===== src/rtl/sccb_reg_sequencer_if.sv =====
// Bundles the register request/response port and the three I2C master streams.
// master = the sequencer's view, slave = the driver / I2C master peer view.
interface sccb_reg_sequencer_if;
  logic       req_valid;
  logic       req_ready;
  logic       req_read;
  logic [7:0] req_reg;
  logic [7:0] req_data;
  logic       rsp_valid;
  logic [7:0] rsp_data;
  logic       rsp_err;
  logic       busy;
  logic [6:0] s_axis_cmd_address;
  logic       s_axis_cmd_start;
  logic       s_axis_cmd_read;
  logic       s_axis_cmd_write;
  logic       s_axis_cmd_write_multiple;
  logic       s_axis_cmd_stop;
  logic       s_axis_cmd_valid;
  logic       s_axis_cmd_ready;
  logic [7:0] s_axis_data_tdata;
  logic       s_axis_data_tvalid;
  logic       s_axis_data_tlast;
  logic       s_axis_data_tready;
  logic [7:0] m_axis_data_tdata;
  logic       m_axis_data_tvalid;
  logic       m_axis_data_tlast;
  logic       m_axis_data_tready;

  modport master (
    input  req_valid, req_read, req_reg, req_data,
    output req_ready, rsp_valid, rsp_data, rsp_err, busy,
    output s_axis_cmd_address, s_axis_cmd_start, s_axis_cmd_read, s_axis_cmd_write,
    output s_axis_cmd_write_multiple, s_axis_cmd_stop, s_axis_cmd_valid,
    input  s_axis_cmd_ready,
    output s_axis_data_tdata, s_axis_data_tvalid, s_axis_data_tlast,
    input  s_axis_data_tready,
    input  m_axis_data_tdata, m_axis_data_tvalid, m_axis_data_tlast,
    output m_axis_data_tready
  );

  modport slave (
    output req_valid, req_read, req_reg, req_data,
    input  req_ready, rsp_valid, rsp_data, rsp_err, busy,
    input  s_axis_cmd_address, s_axis_cmd_start, s_axis_cmd_read, s_axis_cmd_write,
    input  s_axis_cmd_write_multiple, s_axis_cmd_stop, s_axis_cmd_valid,
    output s_axis_cmd_ready,
    input  s_axis_data_tdata, s_axis_data_tvalid, s_axis_data_tlast,
    output s_axis_data_tready,
    output m_axis_data_tdata, m_axis_data_tvalid, m_axis_data_tlast,
    input  m_axis_data_tready
  );
endinterface


===== src/rtl/sccb_reg_sequencer.sv =====
// Turns one OV7670 register write/read request into I2C master command/data stream traffic.
// Register reads are built only when SCCB_READ_EN is defined; otherwise reads are rejected with rsp_err.
module sccb_reg_sequencer #(
  parameter logic [6:0]  DEV_ADDR   = 7'h21,
  parameter logic [15:0] RD_TIMEOUT = 16'd50000
) (
  input  logic                        clk,
  input  logic                        reset_,
  sccb_reg_sequencer_if.master        bus
);

`ifdef SCCB_READ_EN
  typedef enum logic [2:0] {
    IDLE = 3'd0, W_CMD = 3'd1, W_REG = 3'd2, W_VAL = 3'd3,
    R_CMD = 3'd4, R_DATA = 3'd5, DONE = 3'd6
  } state_t;
`else
  typedef enum logic [2:0] {
    IDLE = 3'd0, W_CMD = 3'd1, W_REG = 3'd2, W_VAL = 3'd3, DONE = 3'd6
  } state_t;
`endif

  state_t     state_q, state_d;
  logic       rd_q, rd_d;
  logic [7:0] reg_q, reg_d;
  logic [7:0] data_q, data_d;
  logic [7:0] rsp_data_q, rsp_data_d;
  logic       rsp_err_q, rsp_err_d;
  logic       rdy_q;
  logic       accept_s;
`ifdef SCCB_READ_EN
  logic [15:0] cnt_q, cnt_d;
  logic        unused_s;
  assign unused_s = bus.m_axis_data_tlast;
`else
  logic        unused_s;
  assign unused_s = ^{bus.m_axis_data_tlast, bus.m_axis_data_tvalid,
                      bus.m_axis_data_tdata, RD_TIMEOUT};
`endif

  // rdy_q holds req_ready low until the first edge that samples reset_ released
  assign accept_s = bus.req_valid && (state_q == IDLE) && rdy_q;

  // Next-state and latched-field logic
  always_comb begin
    state_d    = state_q;
    rd_d       = rd_q;
    reg_d      = reg_q;
    data_d     = data_q;
    rsp_data_d = rsp_data_q;
    rsp_err_d  = rsp_err_q;
`ifdef SCCB_READ_EN
    cnt_d      = cnt_q;
`endif
    case (state_q)
      IDLE: begin
        if (accept_s) begin
          rd_d       = bus.req_read;
          reg_d      = bus.req_reg;
          data_d     = bus.req_data;
          rsp_data_d = 8'h00;
          rsp_err_d  = 1'b0;
`ifdef SCCB_READ_EN
          state_d    = W_CMD;
`else
          if (bus.req_read) begin
            state_d   = DONE;
            rsp_err_d = 1'b1;
          end else begin
            state_d   = W_CMD;
          end
`endif
        end else begin
          state_d = IDLE;
        end
      end
      W_CMD: begin
        if (bus.s_axis_cmd_ready) state_d = W_REG;
        else                      state_d = W_CMD;
      end
      W_REG: begin
        if (bus.s_axis_data_tready) begin
`ifdef SCCB_READ_EN
          state_d = rd_q ? R_CMD : W_VAL;
`else
          state_d = W_VAL;
`endif
        end else begin
          state_d = W_REG;
        end
      end
      W_VAL: begin
        if (bus.s_axis_data_tready) state_d = DONE;
        else                        state_d = W_VAL;
      end
`ifdef SCCB_READ_EN
      R_CMD: begin
        if (bus.s_axis_cmd_ready) begin
          state_d = R_DATA;
          cnt_d   = 16'd0;
        end else begin
          state_d = R_CMD;
        end
      end
      R_DATA: begin
        if (bus.m_axis_data_tvalid) begin
          state_d    = DONE;
          rsp_data_d = bus.m_axis_data_tdata;
          rsp_err_d  = 1'b0;
        end else if (cnt_q == (RD_TIMEOUT - 16'd1)) begin
          state_d    = DONE;
          rsp_data_d = 8'h00;
          rsp_err_d  = 1'b1;
        end else begin
          cnt_d = cnt_q + 16'd1;
        end
      end
`endif
      DONE:    state_d = IDLE;
      default: state_d = IDLE;
    endcase
  end

  // State and field registers with synchronous active-low reset
  always_ff @(posedge clk) begin
    if (!reset_) begin
      state_q    <= IDLE;
      rdy_q      <= 1'b0;
      rd_q       <= 1'b0;
      reg_q      <= 8'h00;
      data_q     <= 8'h00;
      rsp_data_q <= 8'h00;
      rsp_err_q  <= 1'b0;
`ifdef SCCB_READ_EN
      cnt_q      <= 16'd0;
`endif
    end else begin
      state_q    <= state_d;
      rdy_q      <= 1'b1;
      rd_q       <= rd_d;
      reg_q      <= reg_d;
      data_q     <= data_d;
      rsp_data_q <= rsp_data_d;
      rsp_err_q  <= rsp_err_d;
`ifdef SCCB_READ_EN
      cnt_q      <= cnt_d;
`endif
    end
  end

  assign bus.req_ready = (state_q == IDLE) && rdy_q;
  assign bus.busy      = (state_q != IDLE);
  assign bus.rsp_valid = (state_q == DONE);
  assign bus.rsp_err   = (state_q == DONE) && rsp_err_q;
  assign bus.rsp_data  = rsp_data_q;

  // Payload comes only from flops that change in IDLE, so it is stable under backpressure
`ifdef SCCB_READ_EN
  assign bus.s_axis_cmd_valid   = (state_q == W_CMD) || (state_q == R_CMD);
  assign bus.s_axis_cmd_read    = (state_q == R_CMD);
  assign bus.m_axis_data_tready = (state_q == R_DATA);
`else
  assign bus.s_axis_cmd_valid   = (state_q == W_CMD);
  assign bus.s_axis_cmd_read    = 1'b0;
  assign bus.m_axis_data_tready = 1'b0;
`endif
  assign bus.s_axis_cmd_address        = DEV_ADDR;
  assign bus.s_axis_cmd_start          = bus.s_axis_cmd_valid;
  assign bus.s_axis_cmd_stop           = bus.s_axis_cmd_valid;
  assign bus.s_axis_cmd_write          = 1'b0;
  assign bus.s_axis_cmd_write_multiple = (state_q == W_CMD);

  assign bus.s_axis_data_tvalid = (state_q == W_REG) || (state_q == W_VAL);
  assign bus.s_axis_data_tdata  = (state_q == W_REG) ? reg_q :
                                  (state_q == W_VAL) ? data_q : 8'h00;
  assign bus.s_axis_data_tlast  = (state_q == W_REG) ? rd_q : (state_q == W_VAL);

endmodule


===== src/flat_wrapper.sv =====
// flat-port wrapper written by rule: the top's interface ports become plain ports
module sccb_reg_sequencer_flat 
#(
  parameter logic [6:0]  DEV_ADDR   = 7'h21,
  parameter logic [15:0] RD_TIMEOUT = 16'd50000
)
  (clk, reset_, bus_req_valid, bus_req_read, bus_req_reg, bus_req_data, bus_req_ready, bus_rsp_valid, bus_rsp_data, bus_rsp_err, bus_busy, bus_s_axis_cmd_address, bus_s_axis_cmd_start, bus_s_axis_cmd_read, bus_s_axis_cmd_write, bus_s_axis_cmd_write_multiple, bus_s_axis_cmd_stop, bus_s_axis_cmd_valid, bus_s_axis_cmd_ready, bus_s_axis_data_tdata, bus_s_axis_data_tvalid, bus_s_axis_data_tlast, bus_s_axis_data_tready, bus_m_axis_data_tdata, bus_m_axis_data_tvalid, bus_m_axis_data_tlast, bus_m_axis_data_tready);
  sccb_reg_sequencer_if bus_i ();
  input  logic clk;
  input  logic reset_;
  input wire logic [$bits(bus_i.req_valid)-1:0] bus_req_valid;
  input wire logic [$bits(bus_i.req_read)-1:0] bus_req_read;
  input wire logic [$bits(bus_i.req_reg)-1:0] bus_req_reg;
  input wire logic [$bits(bus_i.req_data)-1:0] bus_req_data;
  output wire logic [$bits(bus_i.req_ready)-1:0] bus_req_ready;
  output wire logic [$bits(bus_i.rsp_valid)-1:0] bus_rsp_valid;
  output wire logic [$bits(bus_i.rsp_data)-1:0] bus_rsp_data;
  output wire logic [$bits(bus_i.rsp_err)-1:0] bus_rsp_err;
  output wire logic [$bits(bus_i.busy)-1:0] bus_busy;
  output wire logic [$bits(bus_i.s_axis_cmd_address)-1:0] bus_s_axis_cmd_address;
  output wire logic [$bits(bus_i.s_axis_cmd_start)-1:0] bus_s_axis_cmd_start;
  output wire logic [$bits(bus_i.s_axis_cmd_read)-1:0] bus_s_axis_cmd_read;
  output wire logic [$bits(bus_i.s_axis_cmd_write)-1:0] bus_s_axis_cmd_write;
  output wire logic [$bits(bus_i.s_axis_cmd_write_multiple)-1:0] bus_s_axis_cmd_write_multiple;
  output wire logic [$bits(bus_i.s_axis_cmd_stop)-1:0] bus_s_axis_cmd_stop;
  output wire logic [$bits(bus_i.s_axis_cmd_valid)-1:0] bus_s_axis_cmd_valid;
  input wire logic [$bits(bus_i.s_axis_cmd_ready)-1:0] bus_s_axis_cmd_ready;
  output wire logic [$bits(bus_i.s_axis_data_tdata)-1:0] bus_s_axis_data_tdata;
  output wire logic [$bits(bus_i.s_axis_data_tvalid)-1:0] bus_s_axis_data_tvalid;
  output wire logic [$bits(bus_i.s_axis_data_tlast)-1:0] bus_s_axis_data_tlast;
  input wire logic [$bits(bus_i.s_axis_data_tready)-1:0] bus_s_axis_data_tready;
  input wire logic [$bits(bus_i.m_axis_data_tdata)-1:0] bus_m_axis_data_tdata;
  input wire logic [$bits(bus_i.m_axis_data_tvalid)-1:0] bus_m_axis_data_tvalid;
  input wire logic [$bits(bus_i.m_axis_data_tlast)-1:0] bus_m_axis_data_tlast;
  output wire logic [$bits(bus_i.m_axis_data_tready)-1:0] bus_m_axis_data_tready;
  assign bus_i.req_valid = bus_req_valid;
  assign bus_i.req_read = bus_req_read;
  assign bus_i.req_reg = bus_req_reg;
  assign bus_i.req_data = bus_req_data;
  assign bus_req_ready = bus_i.req_ready;
  assign bus_rsp_valid = bus_i.rsp_valid;
  assign bus_rsp_data = bus_i.rsp_data;
  assign bus_rsp_err = bus_i.rsp_err;
  assign bus_busy = bus_i.busy;
  assign bus_s_axis_cmd_address = bus_i.s_axis_cmd_address;
  assign bus_s_axis_cmd_start = bus_i.s_axis_cmd_start;
  assign bus_s_axis_cmd_read = bus_i.s_axis_cmd_read;
  assign bus_s_axis_cmd_write = bus_i.s_axis_cmd_write;
  assign bus_s_axis_cmd_write_multiple = bus_i.s_axis_cmd_write_multiple;
  assign bus_s_axis_cmd_stop = bus_i.s_axis_cmd_stop;
  assign bus_s_axis_cmd_valid = bus_i.s_axis_cmd_valid;
  assign bus_i.s_axis_cmd_ready = bus_s_axis_cmd_ready;
  assign bus_s_axis_data_tdata = bus_i.s_axis_data_tdata;
  assign bus_s_axis_data_tvalid = bus_i.s_axis_data_tvalid;
  assign bus_s_axis_data_tlast = bus_i.s_axis_data_tlast;
  assign bus_i.s_axis_data_tready = bus_s_axis_data_tready;
  assign bus_i.m_axis_data_tdata = bus_m_axis_data_tdata;
  assign bus_i.m_axis_data_tvalid = bus_m_axis_data_tvalid;
  assign bus_i.m_axis_data_tlast = bus_m_axis_data_tlast;
  assign bus_m_axis_data_tready = bus_i.m_axis_data_tready;
  sccb_reg_sequencer #(.DEV_ADDR(DEV_ADDR), .RD_TIMEOUT(RD_TIMEOUT)) u_core (.clk(clk), .reset_(reset_), .bus(bus_i));
endmodule

===== config.mk =====
export PLATFORM = sky130hd
export DESIGN_NAME = sccb_reg_sequencer_flat
export DESIGN_NICKNAME = d
export VERILOG_FILES = /design/src/rtl/sccb_reg_sequencer_if.sv /design/src/rtl/sccb_reg_sequencer.sv /design/src/flat_wrapper.sv
export SDC_FILE = /design/constraint.sdc
export NUM_CORES = 1
export LEC_CHECK = 0
export BUFFER_PORTS_ARGS = -buffer_cell sky130_fd_sc_hd__buf_2
export CAP_MARGIN = 5
export CORE_MARGIN = 5
export CORE_UTILIZATION = 38
export CTS_CLUSTER_SIZE = 14
export DETAILED_ROUTE_END_ITERATION = 12
export GPL_TIMING_DRIVEN = 1
export PLACE_DENSITY = 0.71
export SYNTH_ARGS = -nofsm -noshare
export SYNTH_HDL_FRONTEND = slang
export SYNTH_SLANG_ARGS = --single-unit

===== constraint.sdc =====
create_clock -name clk -period 1.4 [get_ports clk]
set_clock_uncertainty 0.05 [all_clocks]
set_input_delay 0.07 -clock clk [delete_from_list [all_inputs] [get_ports clk]]
set_output_delay 0.07 -clock clk [all_outputs]
set_load 0.02 [all_outputs]

==> reports/results.ini, run 1 <==
[min_path]
hold_path_class=primary input to flip-flop
min_from=bus_s_axis_cmd_ready

[worst_setup_path]
crit_path_start_kind=flip-flop
cp.arrival_ns=1.41
critical_path_buf_inv_count=2
crit_family=simple AND/OR/NAND/NOR gates
crit_fanout=5
cp_slowest_cell=or4b_4
crit_path_max_incr_delay_ns=0.55
critPathCaptureType=output pin
path_cells=or4b_4 -> clkinv_8 -> buf_6
worstSetupStartpoint=u_core.state_q[0]
crit_required_ns=1.28
rr_startpoint=u_core.state_q[0]
critPathKind=flip-flop to output pin

[flow_run]
maxCapViolations=0

[pwr]
leakagePower_nw=0.7489
p_seq_share_pct=45.4
p_per_area_nw_per_um2=801.0
power_switching_mw=0.4667
pwr-share-clk_pct=19.7
power_mw=1.444
p_sw_share_pct=32.32
pwr-share-comb_pct=34.9
p_int_mw=0.9775
ir_worst_vdd_uv=515.7

[timing]
finalHoldViolations=0
worst_slew_pin_slew_ns=0.5843
fin_setup_tns_ns=-1.960
setup_viol=24
min_period_over_period_pct=109.5
slew_violations=0
rsz0062_at_grt=yes
fin_crit_ns=1.533
fin_ws_ns=-0.1333
relSlewSlack_pct=61.00
fmaxAchievable_ghz=0.6522

[detailed_routing]
totalWireLength_um=3312
routedWlPerCell_um=13.97
drc_errors=0
dr_total_vias=1174
drt_iter0_drc=29
viasPerCell=4.954
ant_nets=0
first_pass_iters=4

[final_layout]
most-common-layout-cells=23 x buf_2, 18 x conb_1, 18 x dlygate4sd3_1, 18 x dfxtp_1
finalInstanceArea_um2=1803
final_cells=237
nets=239
drive_above_1_share_pct=40.78
area_growth_pct=58.35
layout_commonest_cell=buf_2
diodes=0

[floorplan]
start_util_pct=40.59
placementRows=19
ios=68
core_um2=2805
die_height_um=64.74
fp.dieW_um=64.74
die_area_um2=4191

[run_status]
outcome=finished, violations left
failed_checks=negative setup slack

[synthesis]
avgSynthCellArea_um2=7.962
synth_area_um2=1139
synth_seq_cells=21
synth_cell_types=24
synthFlopType=dfxtp_1
ys_seq_area_share_pct=36.92
synth_warnings=0
synth-edff-count=0
async_flop_share_pct=0
netlist_instances=143

[global_routing]
antenna_found_initial=0
grt_usage_pct=14.50
grt_pass1_vias=1089
gr-total-overflow=0
grt_first_pass_wirelength_um=4912
grt_max_degree=19

[place]
numPortBuffers=39
dpl.hpwl_um=1987
gp_congestion=0.7429
placedCellCount=204
place_area_um2=1297

[clocking]
clock_sinks=21
cts_tree=built
clock_path_buffers=2
htree_levels=1
numCtsBuffers=3
cts.clk_slew.worst_paths_ns=0.11
clock_latency_ns=0.29
root_buffer=clkbuf_4

## cells in the mapped netlist, types with 2 or more instances
cell | n | area share (%)
buf_2 | 3 | 1.3
mux2i_1 | 9 | 7.9
clkbuf_1 | 4 | 1.3
inv_1 | 2 | 0.66
nand2b_1 | 2 | 1.1
buf_4 | 21 | 14
conb_1 | 2 | 0.66
a21oi_1 | 19 | 8.4
nor2_1 | 12 | 4.0
and3b_1 | 2 | 1.5
nand3_1 | 18 | 7.9
o21ai_0 | 17 | 7.5
dfxtp_1 | 21 | 37
## metrics by stage
| stage | setup WS [ns] | hold WS (ns) | utilization, % |
|---|---|---|---|
| global placement | -0.1256 | 0.1599 | 46.25 |
| global route | -0.2050 | 0.007081 | 64.27 |
| finish | -0.1333 | 0.02020 | 64.27 |
| floorplan | -0.08328 | 0.04772 | - |
| CTS | -0.1726 | 0.002909 | 61.20 |
| detailed placement | -0.1753 | 0.1660 | 46.25 |
## cell families (layout without fill, tap and decap cells)
| logic type | count (synthesis) | in the layout | share of synthesized area, % |
|---|---|---|---|
| AO/OA/AOI/OAI | 38 | 38 | 17.14 |
| flip-flops | 21 | 21 | 36.92 |
| buffers and inverters | 34 | 80 | 19.89 |
| other | 2 | 18 | 0.6596 |
| multiplexers | 9 | 9 | 7.912 |
| AND/OR/NAND/NOR | 39 | 40 | 17.47 |
## power by group through the flow
stage | combinational [mW] | sequential (mW) | clock [mW]
global route | 0.537 | 0.659 | 0.323
CTS | 0.479 | 0.650 | 0.291
global placement | 0.317 | 0.660 | 0
floorplan | 0.300 | 0.662 | 0
finish | 0.504 | 0.656 | 0.285
detailed placement | 0.323 | 0.662 | 0
## registers in the layout, indices dropped and copies added (netlist names)
name              flops
u_core.state_q        3
u_core.rdy_q          1
u_core.rsp_err_q      1
u_core.data_q         8
u_core.reg_q          8
## tightest hold or removal path, stage by stage
cell,delay [ns]
buf_2,0.10
nand2_1,0.07
a31oi_1,0.08
## per-layer routing
layer  global-route usage (%)  wire (um)
met1                    17.35       1382
met2                    27.20       1687
met3                    1.209        196
met4                    4.485         45
met5                        0          0
## final timing paths
check                      end  slack [ns]  depth (start not counted)
max              bus_req_ready       -0.13                          3
min          u_core.state_q[1]        0.02                          3
max reg2reg   u_core.data_q[7]       -0.13                          4
min reg2reg    u_core.reg_q[1]        0.43                          2
## timing repair
action                     CTS  global route
cloned                       1             1
setup endpoints to repair   37            38
pin swaps                    3             4
hold endpoints to repair    17             1
hold buffers                17             1
gates resized for setup     37            33
buffers inserted            10             2
## area by class of cell
type                       instances  area, um^2
inverter                           4       27.53
sequential                        21       426.7
fill                             220        1002
timing repair buffer              72       614.3
multi-input combinational        105       669.4
tap                               31       38.79
clock buffer                       4       26.28
Power figures use the tool's default switching activity.
==> inputs of run 2 (changes only) <==
--- a/config.mk
+++ b/config.mk
@@ -7,7 +7,7 @@
 export LEC_CHECK = 0
 export BUFFER_PORTS_ARGS = -buffer_cell sky130_fd_sc_hd__buf_2
 export CAP_MARGIN = 5
-export CORE_MARGIN = 5
+export CORE_MARGIN = 4
 export CORE_UTILIZATION = 38
 export CTS_CLUSTER_SIZE = 14
 export DETAILED_ROUTE_END_ITERATION = 12
==> reports/results.ini, run 2 (synthesis results as in run 1) <==
[clocking]
clock_latency_ns=0.30  ; about the same
htree_levels=1  ; unchanged
cts_tree=built
cts.clk_slew.worst_paths_ns=0.11  ; about the same
clock_sinks=21  ; unchanged
numCtsBuffers=3  ; unchanged
clock_path_buffers=2  ; unchanged
root_buffer=clkbuf_4

[detailed_routing]
drc_errors=0  ; unchanged
drt_iter0_drc=50  ; +72%
ant_nets=0  ; unchanged
first_pass_iters=4  ; unchanged
viasPerCell=5.067  ; +2.3%
dr_total_vias=1216  ; +3.6%
totalWireLength_um=3595  ; +8.5%
routedWlPerCell_um=14.98  ; +7.2%

[timing]
slew_violations=0  ; unchanged
worst_slew_pin_slew_ns=0.9313  ; +0.3470 ns
holdWs_ns=0.01088  ; -0.009323 ns
fin_crit_ns=1.619  ; +0.08566 ns
fmaxAchievable_ghz=0.6177  ; -5.3%
rsz0062_at_grt=yes
setup_viol=30  ; +25%
finalHoldViolations=0  ; unchanged
fin_setup_tns_ns=-4.057  ; -2.097 ns
min_period_over_period_pct=115.6  ; +6.1 points
relSlewSlack_pct=37.85  ; -23 points
fin_ws_ns=-0.2189  ; -0.08566 ns

[floorplan]
die_area_um2=3936  ; -6.1%
core_um2=2805  ; unchanged
placementRows=19  ; unchanged
ios=68  ; unchanged
start_util_pct=40.59  ; unchanged
die_height_um=62.74  ; -3.1%
fp.dieW_um=62.74  ; -3.1%

[final_layout]
top_regs=u_core.data_q: 8 flops, u_core.reg_q: 8 flops, u_core.state_q: 3 flops
nets=242  ; +1.3%
diodes=0  ; unchanged
final_cells=240  ; +1.3%
area_growth_pct=67.80
most-common-layout-cells=28 x buf_2, 18 x conb_1, 18 x dlygate4sd3_1, 18 x dfxtp_1, 14 x buf_4
layout_commonest_cell=buf_2
multi_input_area_um2=757.0  ; +13%
n_fill_cell=214  ; -2.7%
drive_above_1_share_pct=50.24  ; +9.5 points
seq_area_um2=424.2  ; -0.59%

[place]
gp_congestion=0.7542  ; +1.5%
dpl.hpwl_um=1956  ; -1.5%
numPortBuffers=39  ; unchanged
placedCellCount=204  ; unchanged
place_ws_ns=-0.1878  ; -0.01256 ns

[worst_setup_path]
cp.arrival_ns=1.75  ; +0.34 ns
path_cells=or4b_4 -> buf_12 -> buf_6 -> o21ai_1 -> a21oi_1
crit_fanout=13  ; +8
crit_path_max_incr_delay_ns=0.54  ; about the same
crit_path_start_kind=flip-flop
critical_path_buf_inv_count=2  ; unchanged
crit_required_ns=1.53  ; +0.25 ns
critPathCaptureType=flip-flop
crit_family=simple AND/OR/NAND/NOR gates
critPathKind=flip-flop to flip-flop
cp_slowest_cell=or4b_4

[global_routing]
grt_pass1_vias=1165  ; +7.0%
grt_max_degree=19  ; unchanged
grt_first_pass_wirelength_um=5216  ; +6.2%
grt_usage_pct=16.16  ; +1.7 points
gr-total-overflow=0  ; unchanged
antenna_found_initial=0  ; unchanged

[pwr]
leakagePower_nw=0.7822  ; +4.4%
ir_worst_vdd_uv=604.4  ; +17%
power_mw=1.524  ; +5.5%
p_per_area_nw_per_um2=797.7  ; -0.41%

[run_status]
outcome=finished, violations left
failed_checks=negative setup slack

[min_path]
hold_path_class=primary input to flip-flop

[flow_run]
maxCapViolations=0  ; unchanged

-- run 2: changes by cell type in the layout (fill, tap and decap cells not counted), moves of 3 or more --
| cell | before | now |
|---|---|---|
| nand3_1 | 13 | 9 |
| buf_6 | 13 | 10 |
| a21oi_1 | 15 | 10 |
| o21ai_1 | 15 | 4 |
| a21oi_2 | 4 | 9 |
| buf_2 | 23 | 28 |
| nand3_2 | 4 | 8 |
| o21ai_2 | 2 | 11 |
| buf_8 | 0 | 3 |
-- run 2: report_power, final --
part | switching, mW | internal (mW)
clock network | 0.183 | 0.111
registers | 0.0259 | 0.633
logic | 0.309 | 0.262
-- run 2: worst register-to-register path: cells and delay by family (launching register included) --
kind / cells / cell delay [ns]
DFF: 1 / 0.34
and+or+nand+nor: 1 / 0.54
AOI/OAI and AO/OA: 2 / 0.24
buffers and inverters: 2 / 0.33
-- run 2: cell type report --
type                    count  share of cell area (%)
well taps                  31                   2.030
flip-flops and latches     21                   22.20
clock buffers               4                   1.375
multi-input cells         105                   39.62
inverters                   4                   2.161
repair buffers             75                   32.61
-- run 2: worst paths after layout --
kind / slack (ns) / end / cells after the start / startpoint
max reg2reg: -0.22 / u_core.reg_q[3] / 5 / u_core.state_q[1]
min: 0.01 / u_core.state_q[1] / 3 / bus_s_axis_cmd_ready
min reg2reg: 0.42 / u_core.data_q[5] / 2 / u_core.data_q[5]
max: -0.22 / u_core.reg_q[3] / 5 / u_core.state_q[1]
-- run 2: timing repair --
item	4_1_cts	5_1_grt
setup endpoints to repair	37	37
setup buffers	9	4
hold buffers	18	0
gates cloned	0	1
resized for setup	40	46
endpoints found under the hold margin	18	0
pin swaps	4	9
-- run 2: per-layer routing --
metal	wire, um	share of wire, %	GRT usage [%]
met4	63	1.8	5.785
met2	1880	52	28.50
met3	187	5.2	3.417
met1	1464	41	19.19
met5	0	0	0
-- run 2: stage by stage --
stage / util, % / instance area [um^2]
floorplan: - / 1250
global placement: 46.25 / 1297
detailed placement: 46.25 / 1297
CTS: 60.44 / 1695
global route: 68.11 / 1911
finish: 68.11 / 1911
==> inputs of run 3 (changes only) <==
--- a/config.mk
+++ b/config.mk
@@ -7,9 +7,8 @@
 export LEC_CHECK = 0
 export BUFFER_PORTS_ARGS = -buffer_cell sky130_fd_sc_hd__buf_2
 export CAP_MARGIN = 5
-export CORE_MARGIN = 4
+export CORE_MARGIN = 2
 export CORE_UTILIZATION = 38
-export CTS_CLUSTER_SIZE = 14
 export DETAILED_ROUTE_END_ITERATION = 12
 export GPL_TIMING_DRIVEN = 1
 export PLACE_DENSITY = 0.71
==> reports/results.ini, run 3 (synthesis results as in run 1) <==
[global_routing]
grt_first_pass_wirelength_um=4595  ; -12%
grt_usage_pct=17.40  ; +1.2 points
grt_max_degree=19  ; unchanged
gr-total-overflow=0  ; unchanged
grt_pass1_vias=1062  ; -8.8%
antenna_found_initial=0  ; unchanged

[timing]
slew_violations=0  ; unchanged
fmaxAchievable_ghz=0.6499  ; +5.2%
min_period_over_period_pct=109.9  ; -5.7 points
finalHoldViolations=0  ; unchanged
fin_setup_tns_ns=-2.352  ; +1.705 ns
rsz0062_at_grt=yes
setup_viol=27  ; -10%
relSlewSlack_pct=57.71  ; +20 points
fin_ws_ns=-0.1387  ; +0.08028 ns
fin_crit_ns=1.539  ; -0.08028 ns
worst_slew_pin_slew_ns=0.6337  ; -0.2976 ns

[final_layout]
nets=232  ; -4.1%
most-common-layout-cells=28 x buf_2, 19 x dfxtp_1, 18 x conb_1, 18 x dlygate4sd3_1
layout_commonest_cell=buf_2
area_growth_pct=47.03
diodes=0  ; unchanged
top_regs=u_core.data_q: 8 flops, u_core.reg_q: 8 flops, u_core.state_q: 3 flops
drive_above_1_share_pct=37.19  ; -13 points

[floorplan]
die_height_um=58.74  ; -6.4%
fp.dieW_um=58.74  ; -6.4%
start_util_pct=40.59  ; unchanged
placementRows=19  ; unchanged
core_um2=2805  ; unchanged
ios=68  ; unchanged
die_area_um2=3450  ; -12%

[worst_setup_path]
r2r_cells=4  ; -1
path_cells=or4b_4 -> clkinv_8 -> buf_8
crit-reg2reg-capture=u_core.data_q[5]
worst-path-stages=3  ; -2
critPathCaptureType=output pin
crit_path_max_incr_delay_ns=0.58  ; +0.04 ns
cp_slowest_cell=or4b_4
cp.arrival_ns=1.42  ; -0.33 ns
crit_fanout=4  ; -9
crit_path_start_kind=flip-flop
ff2ff_setup_slack_ns=-0.12  ; +0.10 ns
critical_path_buf_inv_count=2  ; unchanged
crit_family=simple AND/OR/NAND/NOR gates
rr_startpoint=u_core.state_q[0]
critPathKind=flip-flop to output pin
worstSetupStartpoint=u_core.state_q[0]
crit_required_ns=1.28  ; -0.25 ns

[place]
gp_congestion=0.7285  ; -3.4%
numPortBuffers=39  ; unchanged
dpl.hpwl_um=1798  ; -8.1%

[pwr]
pwr-share-clk_pct=20.9  ; +1.6 points
p_int_mw=0.9368  ; -6.9%
p_per_area_nw_per_um2=834.8  ; +4.7%
power_switching_mw=0.4608  ; -11%
p_seq_share_pct=46.7  ; +3.4 points
leakagePower_nw=0.7034  ; -10%
power_mw=1.398  ; -8.3%
pwr-share-comb_pct=32.4  ; -5.1 points
ir_worst_vdd_uv=372.7  ; -38%
p_sw_share_pct=32.97  ; -0.98 points

[detailed_routing]
ant_nets=0  ; unchanged
first_pass_iters=8  ; +4
routedWlPerCell_um=12.69  ; -15%
drc_errors=6  ; +6
viasPerCell=5.083  ; +0.31%
dr_total_vias=1169  ; -3.9%
totalWireLength_um=2918  ; -19%
drt_iter0_drc=46  ; -8.0%

[clocking]
cts.clk_slew.worst_paths_ns=0.11  ; about the same
clock_path_buffers=2  ; unchanged
clock_sinks=21  ; unchanged
cts_tree=built
htree_levels=1  ; unchanged
clock_latency_ns=0.30  ; about the same
numCtsBuffers=3  ; unchanged
root_buffer=clkbuf_4

[min_path]
hold_path_end=u_core.state_q[1]
hold_path_class=primary input to flip-flop
min_from=bus_s_axis_cmd_ready
hold_path_depth=3  ; unchanged

[run_status]
outcome=finished, violations left
failed_checks=design-rule violations, negative setup slack

[flow_run]
maxCapViolations=0  ; unchanged

[run 3: changes by cell type in the layout (fill, tap and decap cells not counted), moves of 3 or more]
cell     before  now
a21oi_1      10   14
a21oi_2       9    5
buf_4        14   10
buf_6        10    7
nand3_1       9   14
nand3_2       8    4
o21ai_1       4   12
o21ai_2      11    5
[run 3: area by class of cell]
class	instances	area [um^2]
inverters	4	27.53
clock buffers	3	22.52
fillers	255	1131
flip-flops and latches	21	422.9
well taps	31	38.79
clock inverters	1	5.005
multi-input cells	105	653.1
repair buffers	65	504.2
[run 3: timing repair]
action                                  CTS  global route
endpoints found under the setup margin   37            37
gates cloned                              0             1
buffers inserted                          4             0
pin swaps                                 1             1
hold buffers                             18             0
resized for setup                        26            24
endpoints found under the hold margin    18             0
[run 3: per-layer routing]
layer | part of all wire, % | vias to the layer above | routed length [um] | global-route usage [%]
li1 | - | 569 | - | -
met1 | 40 | 537 | 1164 | 20.14
met2 | 51 | 54 | 1489 | 30.79
met3 | 6.1 | 9 | 177 | 2.637
met4 | 3.0 | 0 | 88 | 8.766
met5 | 0 | - | 0 | 0
[run 3: worst max path at each step]
stage | endpoint
final | bus_req_ready
after detailed placement | u_core.state_q[1]
after global placement | u_core.state_q[1]
after CTS | bus_req_ready
after floorplan | u_core.data_q[4]
after global routing | bus_req_ready
[run 3: stage by stage]
stage	setup WS (ns)	hold WS, ns	instance area (um^2)	instances	utilization, %
2_1_floorplan	-0.08328	0.04772	1250	159	-
3_5_place_dp	-0.1769	0.1668	1297	204	46.25
4_1_cts	-0.1788	0.009327	1599	230	57.00
5_1_grt	-0.1758	0.005651	1674	230	59.68
3_3_place_gp	-0.1323	0.1607	1297	204	46.25
6_report	-0.1387	0.01063	1674	230	59.68
[run 3: worst register-to-register path, cell delays in order, from the launching register on]
cell     delay, ns
dfxtp_2       0.35
or4b_4        0.58
buf_6         0.20
o21ai_1       0.16
a21oi_2       0.07
[run 3: power by group through the flow]
stage | Combinational, mW | Sequential, mW | Clock, mW
floorplan | 0.300 | 0.662 | 0
global placement | 0.316 | 0.660 | 0
detailed placement | 0.323 | 0.661 | 0
CTS | 0.419 | 0.650 | 0.297
global route | 0.491 | 0.657 | 0.318
finish | 0.453 | 0.652 | 0.292
